--- src/rtl/fetch_sequencer.sv ---
// Fetch front end: generates fetch PCs, requests aligned I-cache blocks
// and hands fetch groups to the instruction queue.
// Ports:
//   clk, rst (async, active-low)
//   icache_req_*  : block request (valid/ready, aligned address)
//   icache_resp_* : one block of FETCH_WIDTH words per accepted request
//   bp_*          : combinational prediction for the current fetch PC
//   iq_*          : queue back-pressure in, flush pulse out
//   enq_*         : fetch group presented to the queue
//   redirect_*    : backend redirect; stall_cycles: saturating counter
module fetch_sequencer #(
  parameter int unsigned FETCH_WIDTH = 4,
  parameter logic [31:0] RESET_PC    = 32'hBFC0_0000,
  parameter int unsigned QUEUE_DEPTH = 32,
  localparam int unsigned LW  = $clog2(FETCH_WIDTH),
  localparam int unsigned SW  = $clog2(QUEUE_DEPTH) + 1,
  localparam logic [31:0] BLK = 32'(FETCH_WIDTH * 4)
) (
  input  logic                   clk,
  input  logic                   rst,
  output logic                   icache_req_valid,
  output logic [31:0]            icache_req_addr,
  input  logic                   icache_req_ready,
  input  logic                   icache_resp_valid,
  input  logic [31:0]            icache_resp_data [FETCH_WIDTH],
  input  logic                   bp_taken,
  input  logic [LW-1:0]          bp_lane,
  input  logic [31:0]            bp_target,
  input  logic                   iq_fetch_stall,
  input  logic [SW-1:0]          iq_free_slots,
  output logic [31:0]            enq_insts [FETCH_WIDTH],
  output logic [31:0]            enq_pcs [FETCH_WIDTH],
  output logic [FETCH_WIDTH-1:0] enq_valid,
  output logic [LW:0]            enq_count,
  output logic                   enq_ready,
  output logic                   enq_predicted_taken,
  output logic [31:0]            enq_predicted_target,
  input  logic                   redirect_valid,
  input  logic [31:0]            redirect_pc,
  output logic                   iq_flush,
  output logic [31:0]            stall_cycles
);

  typedef enum logic [1:0] {
    S_REQ,
    S_WAIT,
    S_DELIVER,
    S_DRAIN
  } state_t;

  state_t state_q, state_d;

  logic [31:0]   fetch_pc;
  logic [31:0]   block_base;
  logic [31:0]   next_pc;
  logic [LW-1:0] start_lane;
  logic [LW-1:0] last_lane;
  logic          eff_taken;
  logic          req_fire;
  logic          in_deliver;

  logic [31:0]   base_q;
  logic [31:0]   target_q;
  logic [LW-1:0] start_q;
  logic [LW-1:0] last_q;
  logic          taken_q;
  logic          drop_q;
  logic [31:0]   buf_q [FETCH_WIDTH];

  always_comb begin
    block_base = fetch_pc & ~(BLK - 32'd1);
    start_lane = fetch_pc[LW+1:2];
    // A predicted branch before the entry point is not on our path.
    eff_taken  = bp_taken && (bp_lane >= start_lane);
    last_lane  = eff_taken ? bp_lane : LW'(FETCH_WIDTH - 1);
    next_pc    = eff_taken ? bp_target : block_base + BLK;
  end

  // Gated by rst so the request is quiet while reset is held.
  assign icache_req_valid = rst && (state_q == S_REQ) &&
                            !iq_fetch_stall && !redirect_valid;
  assign icache_req_addr  = block_base;
  assign req_fire         = icache_req_valid && icache_req_ready;

  always_comb begin
    in_deliver           = (state_q == S_DELIVER);
    enq_valid            = '0;
    enq_count            = '0;
    enq_predicted_taken  = 1'b0;
    enq_predicted_target = '0;
    for (int i = 0; i < FETCH_WIDTH; i++) begin
      enq_insts[i] = '0;
      enq_pcs[i]   = '0;
      if (in_deliver && LW'(i) >= start_q && LW'(i) <= last_q) begin
        enq_valid[i] = 1'b1;
        enq_insts[i] = buf_q[i];
        enq_pcs[i]   = base_q + 32'(4 * i);
      end
    end
    if (in_deliver) begin
      enq_count = (LW+1)'(last_q) - (LW+1)'(start_q) + (LW+1)'(1);
      enq_predicted_taken  = taken_q;
      enq_predicted_target = taken_q ? target_q : '0;
    end
    enq_ready = in_deliver && !redirect_valid && !iq_flush &&
                (32'(iq_free_slots) >= 32'(enq_count));
  end

  always_comb begin
    state_d = state_q;
    unique case (state_q)
      S_REQ:
        if (req_fire) state_d = S_WAIT;
      S_WAIT:
        // A response landing with the redirect closes the request.
        if (redirect_valid)
          state_d = icache_resp_valid ? S_REQ : S_DRAIN;
        else if (icache_resp_valid)
          state_d = S_DELIVER;
      S_DELIVER:
        if (redirect_valid || enq_ready) state_d = S_REQ;
      S_DRAIN:
        if (icache_resp_valid && drop_q) state_d = S_REQ;
      default:
        state_d = S_REQ;
    endcase
  end

  always_ff @(posedge clk or negedge rst) begin
    if (!rst) state_q <= S_REQ;
    else      state_q <= state_d;
  end

  always_ff @(posedge clk or negedge rst) begin
    if (!rst) begin
      fetch_pc     <= RESET_PC;
      base_q       <= '0;
      target_q     <= '0;
      start_q      <= '0;
      last_q       <= '0;
      taken_q      <= 1'b0;
      drop_q       <= 1'b0;
      iq_flush     <= 1'b0;
      stall_cycles <= '0;
    end else begin
      iq_flush <= redirect_valid;
      if (redirect_valid)
        fetch_pc <= redirect_pc;
      else if (req_fire)
        fetch_pc <= next_pc;
      if (req_fire) begin
        base_q   <= block_base;
        start_q  <= start_lane;
        last_q   <= last_lane;
        taken_q  <= eff_taken;
        target_q <= bp_target;
      end
      if (state_q == S_WAIT && redirect_valid && !icache_resp_valid)
        drop_q <= 1'b1;
      else if (state_q == S_DRAIN && icache_resp_valid)
        drop_q <= 1'b0;
      if (state_q == S_REQ && iq_fetch_stall &&
          stall_cycles != 32'hFFFF_FFFF)
        stall_cycles <= stall_cycles + 32'd1;
    end
  end

  always_ff @(posedge clk or negedge rst) begin
    if (!rst) begin
      for (int i = 0; i < FETCH_WIDTH; i++) buf_q[i] <= '0;
    end else if (state_q == S_WAIT && icache_resp_valid &&
                 !redirect_valid) begin
      for (int i = 0; i < FETCH_WIDTH; i++) buf_q[i] <= icache_resp_data[i];
    end
  end

  a_no_stray_resp: assert property (@(posedge clk) disable iff (!rst)
    !(icache_resp_valid && (state_q == S_REQ || state_q == S_DELIVER)));

endmodule

--- config.mk ---
export PLATFORM = sky130hd
export DESIGN_NAME = fetch_sequencer
export DESIGN_NICKNAME = d
export VERILOG_FILES = /design/src/rtl/fetch_sequencer.sv
export SDC_FILE = /design/constraint.sdc
export NUM_CORES = 1
export LEC_CHECK = 0
export CAP_MARGIN = 30
export CORE_AREA = 2 2 220 222
export CTS_BUF_LIST = sky130_fd_sc_hd__clkbuf_16
export DETAILED_ROUTE_END_ITERATION = 10
export DIE_AREA = 0 0 222 224
export SETUP_SLACK_MARGIN = 0.1
export SLEW_MARGIN = 15
export SYNTH_ARGS = -nofsm -noshare
export SYNTH_HDL_FRONTEND = slang
export SYNTH_SLANG_ARGS = --single-unit
--- constraint.sdc ---
create_clock -name clk -period 3.4 [get_ports clk]
set_clock_uncertainty 0.2 [all_clocks]
set_input_delay 0.34 -clock clk [delete_from_list [all_inputs] [get_ports clk]]
set_output_delay 0.34 -clock clk [all_outputs]
set_load 0.01 [all_outputs]
==> flow_metrics.py <==
metrics = {
    "outcome": {
        "status": "finished clean",
    },
    "worst_setup_path": {
        "timing.rr.end": "fetch_pc[22]",
        "critical_path_required_time_ns": 2.86,
        "worst-path-buf-inv": 3,
        "reg2reg_setup_slack_ns": 0.69,
        "crit-reg2reg-launch": "state_q[0]",
        "stage_delay_of_the_slowest_cell_on_the_critical_path_ns": 0.57,
        "setup.worst_path.start_class": "flop",
        "crit_path_top_delay_cell": "sky130_fd_sc_hd__clkdlybuf4s50_1",
        "rr_worst_depth": 7,
        "critPathCaptureType": "output port",
        "critical_path.max_fanout": 62,
        "critPathTopFamily": "buffers and inverters",
        "worst-setup-path-type": "reg -> out",
        "crit_chain": "buf_4 -> nand2b_4 -> nor3_2 -> clkbuf_16 -> and2_1 -> clkdlybuf4s50_1",
        "crit_arrival_ns": 2.62,
    },
    "timing": {
        "post-route-min-period_ns": 3.16,
        "maxClockFrequency_mhz": 316,
        "final_min_period_over_clock_period_pct": 93.0,
        "finalSetupViolations": 0,
        "hold_slack_ns": 0.0505,
        "headroom_to_the_max_slew_limit_pct": 38.7,
        "grt_setup_unrepaired": "no",
        "report.final.slew_viol_count": 0,
        "setup_tns_ns": 0,
        "final-hold-violation-count": 0,
        "tightest_slew_ns": 0.919,
    },
    "power": {
        "power_report.internal_total_mw": 7.06,
        "power_frac_clock_pct": 35.3,
        "power.density_cell_area_nw_per_um2": 476,
        "totalPowerFinal_mw": 9.80,
        "irDropWorstVdd_v": 0.000280,
        "share_comb_of_total_power_pct": 19.5,
        "power.net_switching_mw": 2.73,
        "power_frac_seq_pct": 45.2,
        "leakagePower_nw": 8.86,
        "power.switching_fraction_pct": 27.9,
    },
    "worst_hold_path": {
        "holdCritPathClass": "in -> reg",
        "hold_path_startpoint": "redirect_valid",
        "hold_end": "state_q[1]",
        "hold-path-cell-count": 3,
    },
    "global_route": {
        "grt_pass1_vias": 11400,
        "grt_max_degree": 145,
        "grt_util_all_layers_pct": 19.2,
        "grt_antenna_before_repair": 9,
        "wire_length_of_the_first_global_routing_pass_um": 73000,
        "grt.overflow.total": 0,
    },
    "logic_synthesis": {
        "netlist_top_cells_count": "250 x sky130_fd_sc_hd__dfrtp_1, 246 x sky130_fd_sc_hd__and2_1, 223 x sky130_fd_sc_hd__nand2_1",
        "yosys.cell_count.top_type": "sky130_fd_sc_hd__dfrtp_1",
        "synth_cell_type_count": 59,
        "seq_area_frac_synth_pct": 48.7,
        "post_synth_main_area_contributors": "sky130_fd_sc_hd__dfrtp_1 47%, sky130_fd_sc_hd__and2_1 12%, sky130_fd_sc_hd__mux2_2 11%",
        "main_synth_ff_type": "sky130_fd_sc_hd__dfrtp_1",
        "synth_seq_cells": 259,
        "synth-edff-count": 0,
        "synth_top_area_share_pct": 46.9,
        "synthesis.instances": 1311,
        "syn_area_um2": 13300,
        "postSynthAreaPerCell_um2": 10.2,
        "synth_largest_area_cell": "sky130_fd_sc_hd__dfrtp_1",
        "synth_async_sr_flop_share_pct": 100,
        "synth_warnings": 0,
    },
    "routing": {
        "initialDrtViolationCount": 687,
        "remaining_drc_errors": 0,
        "dr.pass1.iters": 6,
        "vias_after_detailed_routing": 11500,
        "route.final.wire_length_um": 49400,
        "detail_route.wl_per_cell_um": 20.0,
        "detail_route.vias_per_cell": 4.64,
        "ant_nets": 0,
    },
    "clock_tree": {
        "htreeDepth": 2,
        "tritoncts": "done",
        "insertion_delay_ns": 0.52,
        "worst_setup_hold_path_clk_slew_ns": 0.05,
        "clock_root_buffer": "sky130_fd_sc_hd__clkbuf_16",
        "tritoncts.num_buffers": 34,
        "cts_sinks": 259,
        "clockBufferDepth": 3,
    },
    "finish": {
        "final-instance-count-excl-fill": 2471,
        "finalInstanceArea_um2": 20600,
        "area.growth.synth_to_final_pct": 54.3,
        "layout-drive-gt1-share_pct": 13.4,
        "final_nets": 2046,
        "fillCellCount": 4573,
    },
    "die": {
        "die_area_um2": 49700,
        "std_cell_rows": 80,
        "floorplan.initialDensity_pct": 28.1,
        "die_width_um": 222,
        "chipHeight_um": 224,
        "placeableCoreArea_um2": 47300,
        "design.portCount": 570,
    },
    "place": {
        "portBuffers": 551,
        "dpl_cell_area_um2": 19400,
        "detailed_place_hpwl_um": 37000,
        "placed_cells": 2401,
        "globalplace.congestion": 0.823,
    },
    "flow_run": {
        "max_cap_viol_count": 0,
    },
}
## power by group through the flow
stage                     Combinational [mW]  Sequential, mW  Clock [mW]
after floorplan                         1.08            4.24           0
after global placement                  1.88            4.44           0
after detailed placement                1.92            4.48           0
after CTS                               1.94            4.43        3.58
after global routing                    2.09            4.53        3.69
final                                   1.91            4.43        3.46
## how the worst max path moves through the flow
stage	start	endpoint	slack, ns	cells past startpoint
floorplan	state_q[1]	enq_ready	0.68	10
global placement	last_q[1]	enq_ready	0.29	11
detailed placement	last_q[1]	enq_ready	0.33	11
CTS	last_q[1]	enq_ready	0.07	11
global route	last_q[1]	enq_ready	0.12	11
finish	state_q[0]	enq_insts[94]	0.24	6
## layout make-up
cell class	count	area, µm²	area share (%)
Sequential cell	259	6490	31.6
Multi-Input combinational cell	922	6180	30.0
Timing Repair Buffer	594	5980	29.1
Clock buffer	35	876	4.26
Tap cell	615	769	3.74
Clock inverter	23	184	0.894
Inverter	18	67.6	0.329
Antenna cell	5	12.5	0.0608
## flip-flops by register name, summed over array words and instances (netlist names)
register	flops
iq_flush	1
target_q	32
drop_q	1
last_q	2
buf_q	128
fetch_pc	30
state_q	2
base_q	28
stall_cycles	32
taken_q	1
start_q	2
## worst register-to-register path: stages (launching register included)
cell                       delay, ns
sky130_fd_sc_hd__dfrtp_1        0.40
sky130_fd_sc_hd__buf_4          0.18
sky130_fd_sc_hd__nor4_4         0.45
sky130_fd_sc_hd__nand3_4        0.34
sky130_fd_sc_hd__nor3_2         0.41
sky130_fd_sc_hd__buf_4          0.32
sky130_fd_sc_hd__a22oi_1        0.18
sky130_fd_sc_hd__o311ai_1       0.12
## logic make-up after synthesis
logic type	count (synthesis)	share of synthesized area (%)
simple gates	620	25.1
mux	133	11.2
xor+xnor	47	3.09
compound gates	96	5.10
fa+ha+maj	10	0.939
buf+inv	145	5.83
other cells	1	0.0281
flops	259	48.7
## per-stage QoR
step                      setup WS (ns)  utilization [%]
after floorplan                   0.682                -
after global placement            0.295             40.9
after detailed placement          0.333             40.9
after CTS                        0.0722             43.3
after global routing              0.121             43.4
final                             0.237             43.4
## timing repair
item	CTS	global route
cloned	1	0
setup endpoints to repair	164	108
hold buffers	2	0
pin swaps	1	1
buffers inserted	2	1
hold endpoints to repair	71	0
resized for setup	9	11
## cells in the final DEF (no fill, tap or decap), drive strengths merged, types with 17 or more instances in the layout
master,Yosys,routed
clkdlybuf4s50,0,548
dfrtp,250,250
and2,246,246
nand2,223,223
mux2,129,129
and3,48,48
buf,78,41
clkbuf,49,37
xnor2,34,34
o21ai,31,31
inv,18,28
nand4,28,28
nand3,25,25
nor2,17,17
## per-layer routing
metal / GRT usage [%] / share of wire, %
met3: 4.63 / 6.2
met1: 23.6 / 42
met4: 4.88 / 1.7
met5: 0 / 0.055
met2: 33.9 / 50
Note: power is estimated with default switching activity, not from simulation.
